[src/rtl/tlb_op_ctrl.sv]
// Sequencer for the MIPS TLB maintenance ops (TLBP/TLBR/TLBWI) between WB, CP0 and the TLB.
// One op at a time; TLBR/TLBWI finish with a refetch of op_pc+4 because translation changed.
module tlb_op_ctrl #(
  parameter int TLBNUM = 16,
  parameter int IDX_W  = 4
) (
  input  logic             clk,
  input  logic             reset,
  input  logic             op_valid,
  input  logic [1:0]       op_type,
  input  logic [31:0]      op_pc,
  output logic             op_ready,
  input  logic             ex_flush,
  input  logic             entryhi_busy,
  input  logic [31:0]      cp0_entryhi,
  input  logic [31:0]      cp0_index,
  output logic [18:0]      s1_vpn2,
  output logic [7:0]       s1_asid,
  input  logic             s1_found,
  input  logic [IDX_W-1:0] s1_index,
  output logic             index_we,
  output logic [31:0]      index_wdata,
  output logic [IDX_W-1:0] r_index,
  output logic             tlbr_we,
  output logic             tlb_we,
  output logic [IDX_W-1:0] w_index,
  output logic             refetch_valid,
  output logic [31:0]      refetch_pc,
  input  logic             refetch_ack
);

  typedef enum logic [2:0] {
    IDLE     = 3'd0,
    WAIT_EHI = 3'd1,
    PROBE    = 3'd2,
    READ     = 3'd3,
    WRITE    = 3'd4,
    REFETCH  = 3'd5
  } state_t;

  state_t      state_r;
  logic        op_ready_r;
  logic        index_we_r;
  logic        tlbr_we_r;
  logic        tlb_we_r;
  logic        refetch_valid_r;
  logic [31:0] refetch_pc_r;
  logic [31:0] op_pc_r;
  logic [1:0]  op_type_r;
  logic        unused_bits;

  assign s1_vpn2     = cp0_entryhi[31:13];
  assign s1_asid     = cp0_entryhi[7:0];
  assign index_wdata = {~s1_found, {(31-IDX_W){1'b0}}, s1_index};
  assign r_index     = cp0_index[IDX_W-1:0];
  assign w_index     = cp0_index[IDX_W-1:0];

  // A flush must kill the strobe/refetch of the very cycle it arrives in, hence the gating.
  assign op_ready      = op_ready_r;
  assign index_we      = index_we_r & ~ex_flush;
  assign tlbr_we       = tlbr_we_r & ~ex_flush;
  assign tlb_we        = tlb_we_r & ~ex_flush;
  assign refetch_valid = refetch_valid_r & ~ex_flush;
  assign refetch_pc    = refetch_pc_r;

  assign unused_bits = ^{cp0_entryhi[12:8], cp0_index[31:IDX_W], op_type_r,
                         TLBNUM == (1 << IDX_W)};

  // Op sequencing FSM; strobes are registered so they rise in the state they belong to.
  always_ff @(posedge clk) begin
    if (reset) begin
      state_r         <= IDLE;
      op_ready_r      <= 1'b1;
      index_we_r      <= 1'b0;
      tlbr_we_r       <= 1'b0;
      tlb_we_r        <= 1'b0;
      refetch_valid_r <= 1'b0;
      refetch_pc_r    <= 32'd0;
      op_pc_r         <= 32'd0;
      op_type_r       <= 2'b00;
    end else begin
      index_we_r <= 1'b0;
      tlbr_we_r  <= 1'b0;
      tlb_we_r   <= 1'b0;
      if (ex_flush && state_r != IDLE) begin
        state_r         <= IDLE;
        op_ready_r      <= 1'b1;
        refetch_valid_r <= 1'b0;
      end else begin
        case (state_r)
          IDLE: begin
            if (op_valid && !ex_flush) begin
              op_type_r <= op_type;
              op_pc_r   <= op_pc;
              case (op_type)
                2'b01: begin
                  op_ready_r <= 1'b0;
                  if (entryhi_busy) begin
                    state_r <= WAIT_EHI;
                  end else begin
                    state_r    <= PROBE;
                    index_we_r <= 1'b1;
                  end
                end
                2'b10: begin
                  op_ready_r <= 1'b0;
                  state_r    <= READ;
                  tlbr_we_r  <= 1'b1;
                end
                2'b11: begin
                  op_ready_r <= 1'b0;
                  state_r    <= WRITE;
                  tlb_we_r   <= 1'b1;
                end
                default: state_r <= IDLE;
              endcase
            end
          end
          WAIT_EHI: begin
            if (!entryhi_busy) begin
              state_r    <= PROBE;
              index_we_r <= 1'b1;
            end
          end
          PROBE: begin
            state_r    <= IDLE;
            op_ready_r <= 1'b1;
          end
          READ, WRITE: begin
            state_r         <= REFETCH;
            refetch_valid_r <= 1'b1;
            refetch_pc_r    <= op_pc_r + 32'd4;
          end
          REFETCH: begin
            if (refetch_ack) begin
              state_r         <= IDLE;
              op_ready_r      <= 1'b1;
              refetch_valid_r <= 1'b0;
            end
          end
          default: begin
            state_r         <= IDLE;
            op_ready_r      <= 1'b1;
            refetch_valid_r <= 1'b0;
          end
        endcase
      end
    end
  end

endmodule
[config.mk]
export PLATFORM = sky130hd
export DESIGN_NAME = tlb_op_ctrl
export DESIGN_NICKNAME = d
export VERILOG_FILES = /design/src/rtl/tlb_op_ctrl.sv
export SDC_FILE = /design/constraint.sdc
export NUM_CORES = 1
export LEC_CHECK = 0
export BUFFER_PORTS_ARGS = -buffer_cell sky130_fd_sc_hd__buf_2
export CORE_MARGIN = 2
export CORE_UTILIZATION = 40
export DETAILED_ROUTE_END_ITERATION = 16
export PLACE_DENSITY_LB_ADDON = 0.15
export SLEW_MARGIN = 20
export SYNTH_ARGS = -nofsm -noshare
export SYNTH_HDL_FRONTEND = slang
export SYNTH_SLANG_ARGS = --single-unit
[constraint.sdc]
create_clock -name clk -period 2.25 [get_ports clk]
set_clock_uncertainty 0.1 [all_clocks]
set_input_delay 0.1125 -clock clk [delete_from_list [all_inputs] [get_ports clk]]
set_output_delay 0.1125 -clock clk [all_outputs]
set_load 0.01 [all_outputs]
==> results.py, run 1 <==
metrics = {
    "power_and_ir_drop": {
        "p_int_mw": 2.08,
        "p_switching_mw": 0.826,
        "power_density_nw_per_um2": 645,
        "comb_power_share": 0.182,
        "peakVddDrop_mv": 0.266,
        "clockPowerShare": 0.318,
        "power_frac_seq": 0.500,
        "p_sw_frac": 0.284,
        "leakagePower_nw": 1.81,
    },
    "clock_network": {
        "cts.sink_count": 72,
        "clock_latency_ps": 340,
        "root_buffer": "clkbuf_8",
        "htree_num_levels": 3,
        "cts_buffers": 9,
        "clkTransAtPathRegs_ps": 70,
        "cts_resized": 0,
        "clk_path_buf_depth": 2,
        "tritoncts": "built",
    },
    "setup_path": {
        "cp-startpoint": "state_r[1]",
        "cp.required_ps": 2420,
        "crit_cells": 5,
        "slowest_delay_ps": 440,
        "crit_buf_inv": 0,
        "crit_family": "simple AND/OR/NAND/NOR gates",
        "regToRegSetupSlack_ps": 350,
        "crit_fanout": 15,
        "arrival_ps": 2060,
        "crit_chain": "nor2_1 > a22oi_1 > or2_2 > or3_1 > o21ai_0",
        "r2r_end": "refetch_pc[17]",
        "crit_type": "reg2reg",
        "critPathSlowestCell": "dfxtp_1",
        "critPathLaunchType": "register",
        "cp-end-kind": "register",
        "critPathCapture": "refetch_pc[17]",
        "r2r_start": "state_r[1]",
        "rr_worst_depth": 5,
    },
    "sta": {
        "fin_crit_sh": 0.842,
        "clock.fmax_mhz": 528,
        "fin_setup_tns_ps": 0,
        "hold_viol_final": 0,
        "setup_viol": 0,
        "drv_slew": 0,
        "rsz0062_at_grt": "false",
        "min_period_ps": 1900,
    },
    "synth": {
        "synth_cells": 474,
        "yosysSeqAreaShare": 0.370,
        "ys_ff_latch": 72,
        "ys_types": 47,
        "netlist_area_um2": 3890,
        "syn-mean-instance-area_um2": 8.21,
        "ys_warn_count": 0,
    },
    "final_layout": {
        "fin_nets": 651,
        "diodes": 0,
        "fin_cells": 673,
        "syn2layout_area_growth_pct": 15.9,
        "final_layout_size_suffix_gt1_frac": 0.217,
        "fillers": 961,
    },
    "die": {
        "rows": 35,
        "initial_core_util": 0.417,
        "die_area_um2": 10500,
        "core_area_um2": 9330,
        "ios": 213,
        "die_w_um": 103,
        "die_h_um": 103,
    },
    "global_routing": {
        "first_global_vias": 2941,
        "track_usage": 0.174,
        "gr-total-overflow": 0,
        "grt_max_degree": 50,
        "grt_pass1_wl_mm": 14.2,
        "antenna_found_initial": 0,
    },
    "drt": {
        "via_per_inst": 4.80,
        "drc": 0,
        "routedWlPerCell_um": 13.4,
        "num_vias": 3230,
        "postRouteAntennaNets": 0,
        "first_pass_iters": 4,
        "drt-total-wl_mm": 9.03,
        "detailedRoute.firstIterationViolations": 97,
    },
    "placed_design": {
        "globalplace.congestion": 0.811,
        "portBuffers": 78,
        "hpwl_mm": 6.38,
        "place_inst": 624,
    },
    "flow_run": {
        "cap_violations": 0,
    },
    "status": {
        "outcome": "finished, final reports clean",
    },
    "hold_path": {
        "hold_path.class": "in2reg",
        "whs_path_depth": 3,
    },
}
-- power groups by stage --
stage          clock network, mW  registers [mW]  logic [mW]
2_1_floorplan                  0            1.48       0.429
3_3_place_gp                   0            1.48       0.482
3_5_place_dp                   0            1.48       0.487
4_1_cts                    0.957            1.45       0.534
5_1_grt                     1.00            1.47       0.597
6_report                   0.924            1.45       0.530
-- how the worst min path moves through the flow --
stage	from	end	slack, ps
floorplan	entryhi_busy	index_we_r	90
detailed placement	s1_index[1]	index_wdata[1]	130
CTS	op_type[0]	state_r[2]	4
global placement	s1_index[1]	index_wdata[1]	130
finish	op_type[0]	state_r[2]	10
global route	op_type[0]	state_r[2]	30
-- cells in the final DEF (no fill, tap or decap), types with 2 or more instances in the layout --
cell type / n
and3_1: 4
clkbuf_1: 2
buf_4: 10
or3_1: 2
o21bai_1: 2
nor2b_1: 8
inv_1: 5
and4_1: 3
nand3_1: 10
a21oi_1: 40
nor3_2: 2
nor3_1: 11
xnor2_1: 10
xor2_1: 17
clkbuf_8: 12
a211oi_1: 23
o31ai_1: 2
dlygate4sd3_1: 35
nand2b_1: 3
o21ai_0: 5
a22oi_1: 2
buf_2: 78
a211oi_2: 6
dfxtp_1: 72
nand4_1: 10
nand4_4: 3
or2_2: 2
nand2_1: 82
nor2_1: 38
conb_1: 27
-- metal layers --
layer	track usage	vias to the layer above	wire length [µm]
met4	0.103	0	367
met3	0.0298	35	436
li1	-	1652	-
met5	0	-	0
met2	0.253	99	3700
met1	0.240	1444	4520
-- sequential cells by signal, summed over array words and instances (netlist names) --
register	flops
tlbr_we_r	1
tlb_we_r	1
op_pc_r	32
refetch_pc	32
state_r	3
op_ready	1
refetch_valid_r	1
index_we_r	1
-- cells by family after synthesis --
kind of cell,count (synthesis),share of synthesized area
simple gates,189,0.248
buf+inv,99,0.172
compound gates,84,0.142
flops,72,0.370
xor+xnor,27,0.0608
fa+ha+maj,1,0.00321
other cells,1,0.000964
mux,1,0.00257
-- Yosys cell counts (all sizes together) --
cell type | n | share of area
clkbuf | 16 | 0.021
nor4b | 1 | 0.0061
o31a | 1 | 0.0023
or3 | 2 | 0.0032
and2b | 1 | 0.0019
o31ai | 2 | 0.0039
and2 | 1 | 0.0016
xnor2 | 10 | 0.023
nand3 | 10 | 0.013
a32o | 1 | 0.0026
dfxtp | 72 | 0.37
o21ai | 5 | 0.0064
and4 | 4 | 0.0093
conb | 1 | 0.00096
a21oi | 40 | 0.051
a211oi | 29 | 0.064
nand4b | 1 | 0.0023
a31oi | 1 | 0.0016
and3b | 1 | 0.0023
buf | 78 | 0.15
a211o | 1 | 0.0023
nand3b | 1 | 0.0019
nor3b | 1 | 0.0019
nand2b | 3 | 0.0048
nor2b | 8 | 0.013
or2 | 2 | 0.0032
xor2 | 17 | 0.038
nor4 | 2 | 0.0071
mux2i | 1 | 0.0026
ha | 1 | 0.0032
nor2 | 38 | 0.037
nand2 | 82 | 0.079
nand4bb | 1 | 0.0029
nand4 | 13 | 0.032
and3 | 4 | 0.0064
a22oi | 2 | 0.0039
o21bai | 2 | 0.0039
inv | 5 | 0.0048
nor3 | 13 | 0.019
-- worst reg2reg max path, stage by stage, from the launching register on --
cell	delay, ps
dfxtp_1	440
nor2_1	300
a22oi_1	160
or2_2	400
or3_1	360
o21ai_0	70
-- cell type report --
| class | count | area [µm²] | area share |
|---|---|---|---|
| tap | 129 | 161 | 0.0358 |
| sequential | 72 | 1440 | 0.320 |
| timing repair buffer | 124 | 836 | 0.185 |
| multi-input combinational | 329 | 1880 | 0.417 |
| clock buffer | 14 | 173 | 0.0383 |
| inverter | 5 | 18.8 | 0.00416 |
-- stage by stage --
step	hold slack, ps	total power, mW	util	setup WS (ps)	instance area (µm²)
after floorplan	91.6	1.91	-	621	3990
after global placement	125	1.96	0.427	395	3990
after detailed placement	125	1.97	0.427	357	3990
after CTS	3.60	2.94	0.483	334	4510
after global routing	25.4	3.07	0.483	208	4510
final	13.9	2.91	0.483	355	4510
-- what timing repair did --
action	in CTS	in global routing
endpoints found under the hold margin	34	0
hold buffers	35	0
buffers inserted	0	0
setup endpoints to repair	0	0
(Power assumes the default switching activity.)
==> run 2, diff against run 1 <==
==> constraint.sdc (replaced) <==
create_clock -name clk -period 1.6 [get_ports clk]
set_clock_uncertainty 0.1 [all_clocks]
set_input_delay 0.08 -clock clk [delete_from_list [all_inputs] [get_ports clk]]
set_output_delay 0.08 -clock clk [all_outputs]
set_load 0.01 [all_outputs]
==> results.py, run 2 (same netlist as run 1, synthesis figures left out) <==
metrics = {
    "global_routing": {
        "track_usage": 0.185,
        "grt_max_degree": 69,
        "gr-total-overflow": 0,
        "grt_pass1_wl_mm": 15.4,
        "antenna_found_initial": 0,
        "first_global_vias": 3158,
    },
    "die": {
        "core_area_um2": 9330,
        "die_area_um2": 10500,
        "initial_core_util": 0.417,
        "die_h_um": 103,
        "die_w_um": 103,
        "rows": 35,
        "ios": 213,
    },
    "final_layout": {
        "final_cell_mix": "80 x nand2_1, 78 x buf_2, 52 x dfxtp_1",
        "layout_commonest_cell": "nand2_1",
        "diodes": 0,
        "fin_nets": 710,
        "fillers": 867,
        "fin_cells": 733,
        "final_layout_size_suffix_gt1_frac": 0.394,
        "syn2layout_area_growth_pct": 39.6,
    },
    "drt": {
        "drc": 0,
        "routedWlPerCell_um": 14.5,
        "via_per_inst": 4.81,
        "num_vias": 3525,
        "drt-total-wl_mm": 10.6,
        "detailedRoute.firstIterationViolations": 155,
        "first_pass_iters": 5,
        "postRouteAntennaNets": 0,
    },
    "sta": {
        "min_period_ps": 1650,
        "drv_slew": 0,
        "hold_viol_final": 0,
        "setup_viol": 11,
        "hold_ws_ps": 60.0,
        "fin_setup_tns_ps": -253,
        "fin_ws_ps": -48.7,
        "rsz0062_at_grt": "true",
        "fin_crit_sh": 1.03,
        "clock.fmax_mhz": 607,
    },
    "clock_network": {
        "clkTransAtPathRegs_ps": 80,
        "root_buffer": "clkbuf_8",
        "clk_path_buf_depth": 2,
        "tritoncts": "built",
        "cts.sink_count": 72,
        "cts_buffers": 9,
        "clock_latency_ps": 350,
        "htree_num_levels": 3,
    },
    "placed_design": {
        "portBuffers": 78,
        "globalplace.congestion": 0.883,
        "detailedPlace.worstSlack_ps": -124,
        "place_inst": 668,
        "hpwl_mm": 6.62,
    },
    "setup_path": {
        "r2r_start": "state_r[2]",
        "critPathCapture": "refetch_pc[27]",
        "regToRegSetupSlack_ps": -50,
        "r2r_end": "refetch_pc[27]",
        "crit_type": "reg2reg",
        "critPathLaunchType": "register",
        "cp-startpoint": "state_r[2]",
        "rr_worst_depth": 4,
        "cp-end-kind": "register",
        "crit_fanout": 7,
        "cp.required_ps": 1760,
        "arrival_ps": 1810,
    },
    "flow_run": {
        "cap_violations": 0,
    },
    "power_and_ir_drop": {
        "finalPower_mw": 4.69,
        "leakagePower_nw": 2.27,
        "power_density_nw_per_um2": 864,
        "peakVddDrop_mv": 0.405,
    },
    "hold_path": {
        "hold_path.class": "in2out",
    },
    "status": {
        "violations": "negative setup slack",
        "outcome": "complete, but fails checks",
    },
}
## run 2: cell types whose count changed in the layout (fill, tap and decap cells not counted), moves of 5 or more
cell and change:
buf_4 +34, dfxtp_1 -20, dfxtp_2 +15, buf_6 +14, nor2_1 -13, nor2_2 +9
nor3_1 -7, dfxtp_4 +5, xnor2_1 -5, xnor2_2 +5
## run 2: how the worst min path moves through the flow
stage                         start              to  slack [ps]  cells after the start
floorplan              entryhi_busy      index_we_r          60                      1
global placement        s1_index[1]  index_wdata[1]          60                      0
detailed placement      s1_index[1]  index_wdata[1]          60                      0
CTS                     s1_index[1]  index_wdata[1]          60                      0
global route        cp0_entryhi[21]      s1_vpn2[8]          60                      0
finish               cp0_entryhi[4]      s1_asid[4]          60                      0
## run 2: layer usage
layer,share of wire,GRT usage,wire [µm]
met1,0.49,0.263,5230
met2,0.45,0.282,4730
met3,0.045,0.0325,482
met4,0.017,0.0708,180
met5,0,0,0
## run 2: repair_timing
item                                   in CTS  in global routing
resized for setup                          24                 71
buffers inserted                            0                  7
setup endpoints to repair                  27                 68
gates cloned                                0                  6
endpoints found under the hold margin      37                  0
hold buffers                               37                  0
pin swaps                                  16                 18
## run 2: per-stage QoR
| step | cell area, µm² | utilization |
|---|---|---|
| 2_1_floorplan | 3990 | - |
| 3_3_place_gp | 4360 | 0.467 |
| 3_5_place_dp | 4360 | 0.467 |
| 4_1_cts | 5010 | 0.537 |
| 5_1_grt | 5430 | 0.582 |
| 6_report | 5430 | 0.582 |
## run 2: area by class of cell
type / instances / area, µm² / area share
clock buffer: 10 / 138 / 0.0253
inverter: 5 / 18.8 / 0.00346
tap: 129 / 161 / 0.0297
multi-input combinational: 330 / 2120 / 0.390
timing repair buffer: 182 / 1430 / 0.264
sequential: 72 / 1480 / 0.272
clock inverter: 5 / 81.3 / 0.0150
## run 2: report_power, final
group	switching, mW	internal, mW	leakage [nW]
clock network	0.681	0.912	0.108
logic	0.538	0.531	1.57
registers	0.105	1.93	0.596
## run 2: critical path: stages (launching register included)
cell and delay [ps]:
dfxtp_4 390, and2b_2 260, a32o_4 400, clkbuf_16 190, a211oi_1 220
==> run 3, diff against run 2 <==
--- a/config.mk
+++ b/config.mk
@@ -10,6 +10,7 @@
 export CORE_UTILIZATION = 40
 export DETAILED_ROUTE_END_ITERATION = 16
 export PLACE_DENSITY_LB_ADDON = 0.15
+export RECOVER_POWER = 50
 export SLEW_MARGIN = 20
 export SYNTH_ARGS = -nofsm -noshare
 export SYNTH_HDL_FRONTEND = slang
==> results.py, run 3 (same netlist as run 1, synthesis figures left out) <==
metrics = {
    "power_and_ir_drop": {
        "power_density_nw_per_um2": 867,
        "peakVddDrop_mv": 0.404,
        "finalPower_mw": 4.69,
        "leakagePower_nw": 2.19,
    },
    "sta": {
        "clock.fmax_mhz": 607,
        "rsz0062_at_grt": "true",
        "hold_viol_final": 0,
        "fin_crit_sh": 1.03,
        "min_period_ps": 1650,
        "hold_ws_ps": 60.0,
        "setup_viol": 10,
        "fin_ws_ps": -48.6,
        "drv_slew": 0,
    },
    "clock_network": {
        "tritoncts": "built",
        "cts.sink_count": 72,
        "clk_path_buf_depth": 2,
        "cts_buffers": 9,
        "root_buffer": "clkbuf_8",
        "clkTransAtPathRegs_ps": 80,
        "htree_num_levels": 3,
        "clock_latency_ps": 340,
    },
    "die": {
        "rows": 35,
        "die_w_um": 103,
        "initial_core_util": 0.417,
        "die_area_um2": 10500,
        "core_area_um2": 9330,
        "die_h_um": 103,
        "ios": 213,
    },
    "setup_path": {
        "r2r_start": "state_r[2]",
        "critPathSlowestCell": "a32o_4",
        "critPathLaunchType": "register",
        "cp.required_ps": 1760,
        "crit_buf_inv": 1,
        "crit_type": "reg2reg",
        "slowest_delay_ps": 400,
        "crit_fanout": 7,
        "arrival_ps": 1810,
        "crit_family": "compound AO/OA/AOI/OAI gates",
        "crit_chain": "and2b_2 > a32o_4 > clkbuf_16 > a211oi_1",
        "cp-end-kind": "register",
        "cp-startpoint": "state_r[2]",
    },
    "final_layout": {
        "syn2layout_area_growth_pct": 39.0,
        "fillers": 876,
        "fin_nets": 710,
        "final_layout_size_suffix_gt1_frac": 0.363,
        "diodes": 0,
        "finalInstanceArea_um2": 5410,
        "seq_area_um2": 1480,
        "multi_input_area_um2": 2120,
        "final_cell_mix": "80 x nand2_1, 59 x buf_2, 52 x dfxtp_1",
        "layout_commonest_cell": "nand2_1",
    },
    "hold_path": {
        "hold_path.class": "in2out",
        "hold_start": "cp0_entryhi[4]",
    },
    "global_routing": {
        "gr-total-overflow": 0,
        "first_global_vias": 3158,
        "grt_max_degree": 69,
        "grt_pass1_wl_mm": 15.4,
        "track_usage": 0.185,
        "antenna_found_initial": 0,
    },
    "placed_design": {
        "detailedPlace.worstSlack_ps": -124,
        "hpwl_mm": 6.62,
        "portBuffers": 78,
        "place_area_um2": 4360,
        "globalplace.congestion": 0.883,
    },
    "status": {
        "violations": "negative setup slack",
        "outcome": "complete, but fails checks",
    },
    "drt": {
        "postRouteAntennaNets": 0,
        "routedWlPerCell_um": 14.5,
        "detailedRoute.firstIterationViolations": 147,
        "via_per_inst": 4.83,
        "drc": 0,
        "first_pass_iters": 4,
        "num_vias": 3537,
        "drt-total-wl_mm": 10.6,
    },
    "flow_run": {
        "cap_violations": 0,
    },
}
run 3: changes by cell type in the layout (fill, tap and decap cells not counted):
cell	delta
buf_2	-19
clkbuf_1	+19
run 3: cell type report:
class | count | area share
repair buffers | 182 | 0.261
flip-flops and latches | 72 | 0.273
multi-input cells | 330 | 0.392
inverters | 5 | 0.00347
well taps | 129 | 0.0298
clock buffers | 10 | 0.0255
clock inverters | 5 | 0.0150
run 3: power by group:
| group | switching, mW | total, mW | internal (mW) |
|---|---|---|---|
| Clock | 0.682 | 1.59 | 0.912 |
| Combinational | 0.538 | 1.06 | 0.521 |
| Sequential | 0.107 | 2.03 | 1.93 |
run 3: per-layer routing:
metal,vias to the layer above,global-route usage,share of wire,wire length (µm)
met5,-,0,0,0
met4,0,0.0708,0.017,181
met3,27,0.0325,0.051,537
met2,125,0.282,0.44,4680
met1,1617,0.263,0.49,5220
li1,1768,-,-,-
run 3: what timing repair did:
action | in CTS | in global routing
hold buffers | 37 | 0
buffers inserted | 0 | 7
endpoints found under the hold margin | 37 | 0
pin swaps | 16 | 18
endpoints found under the setup margin | 27 | 68
cloned | 0 | 6
resized for setup | 24 | 71
run 3: worst paths after layout:
check / slack [ps] / depth (start not counted) / to
min reg2reg: 360 / 2 / refetch_valid_r
max: -50 / 4 / refetch_pc[27]
max reg2reg: -50 / 4 / refetch_pc[27]
min: 60 / 0 / s1_asid[4]
run 3: worst reg2reg max path: cells and delay by family (launching register included):
kind / cells / cell delay [ps]
AO/OA/AOI/OAI: 2 / 630
flip-flops: 1 / 390
AND/OR/NAND/NOR: 1 / 260
buffers and inverters: 1 / 200
run 3: metrics by stage:
step	cells	TNS, ps	util
after floorplan	500	-39.6	-
after global placement	668	-330	0.467
after detailed placement	668	-831	0.467
after CTS	720	-173	0.537
after global routing	733	-2070	0.580
final	733	-255	0.580
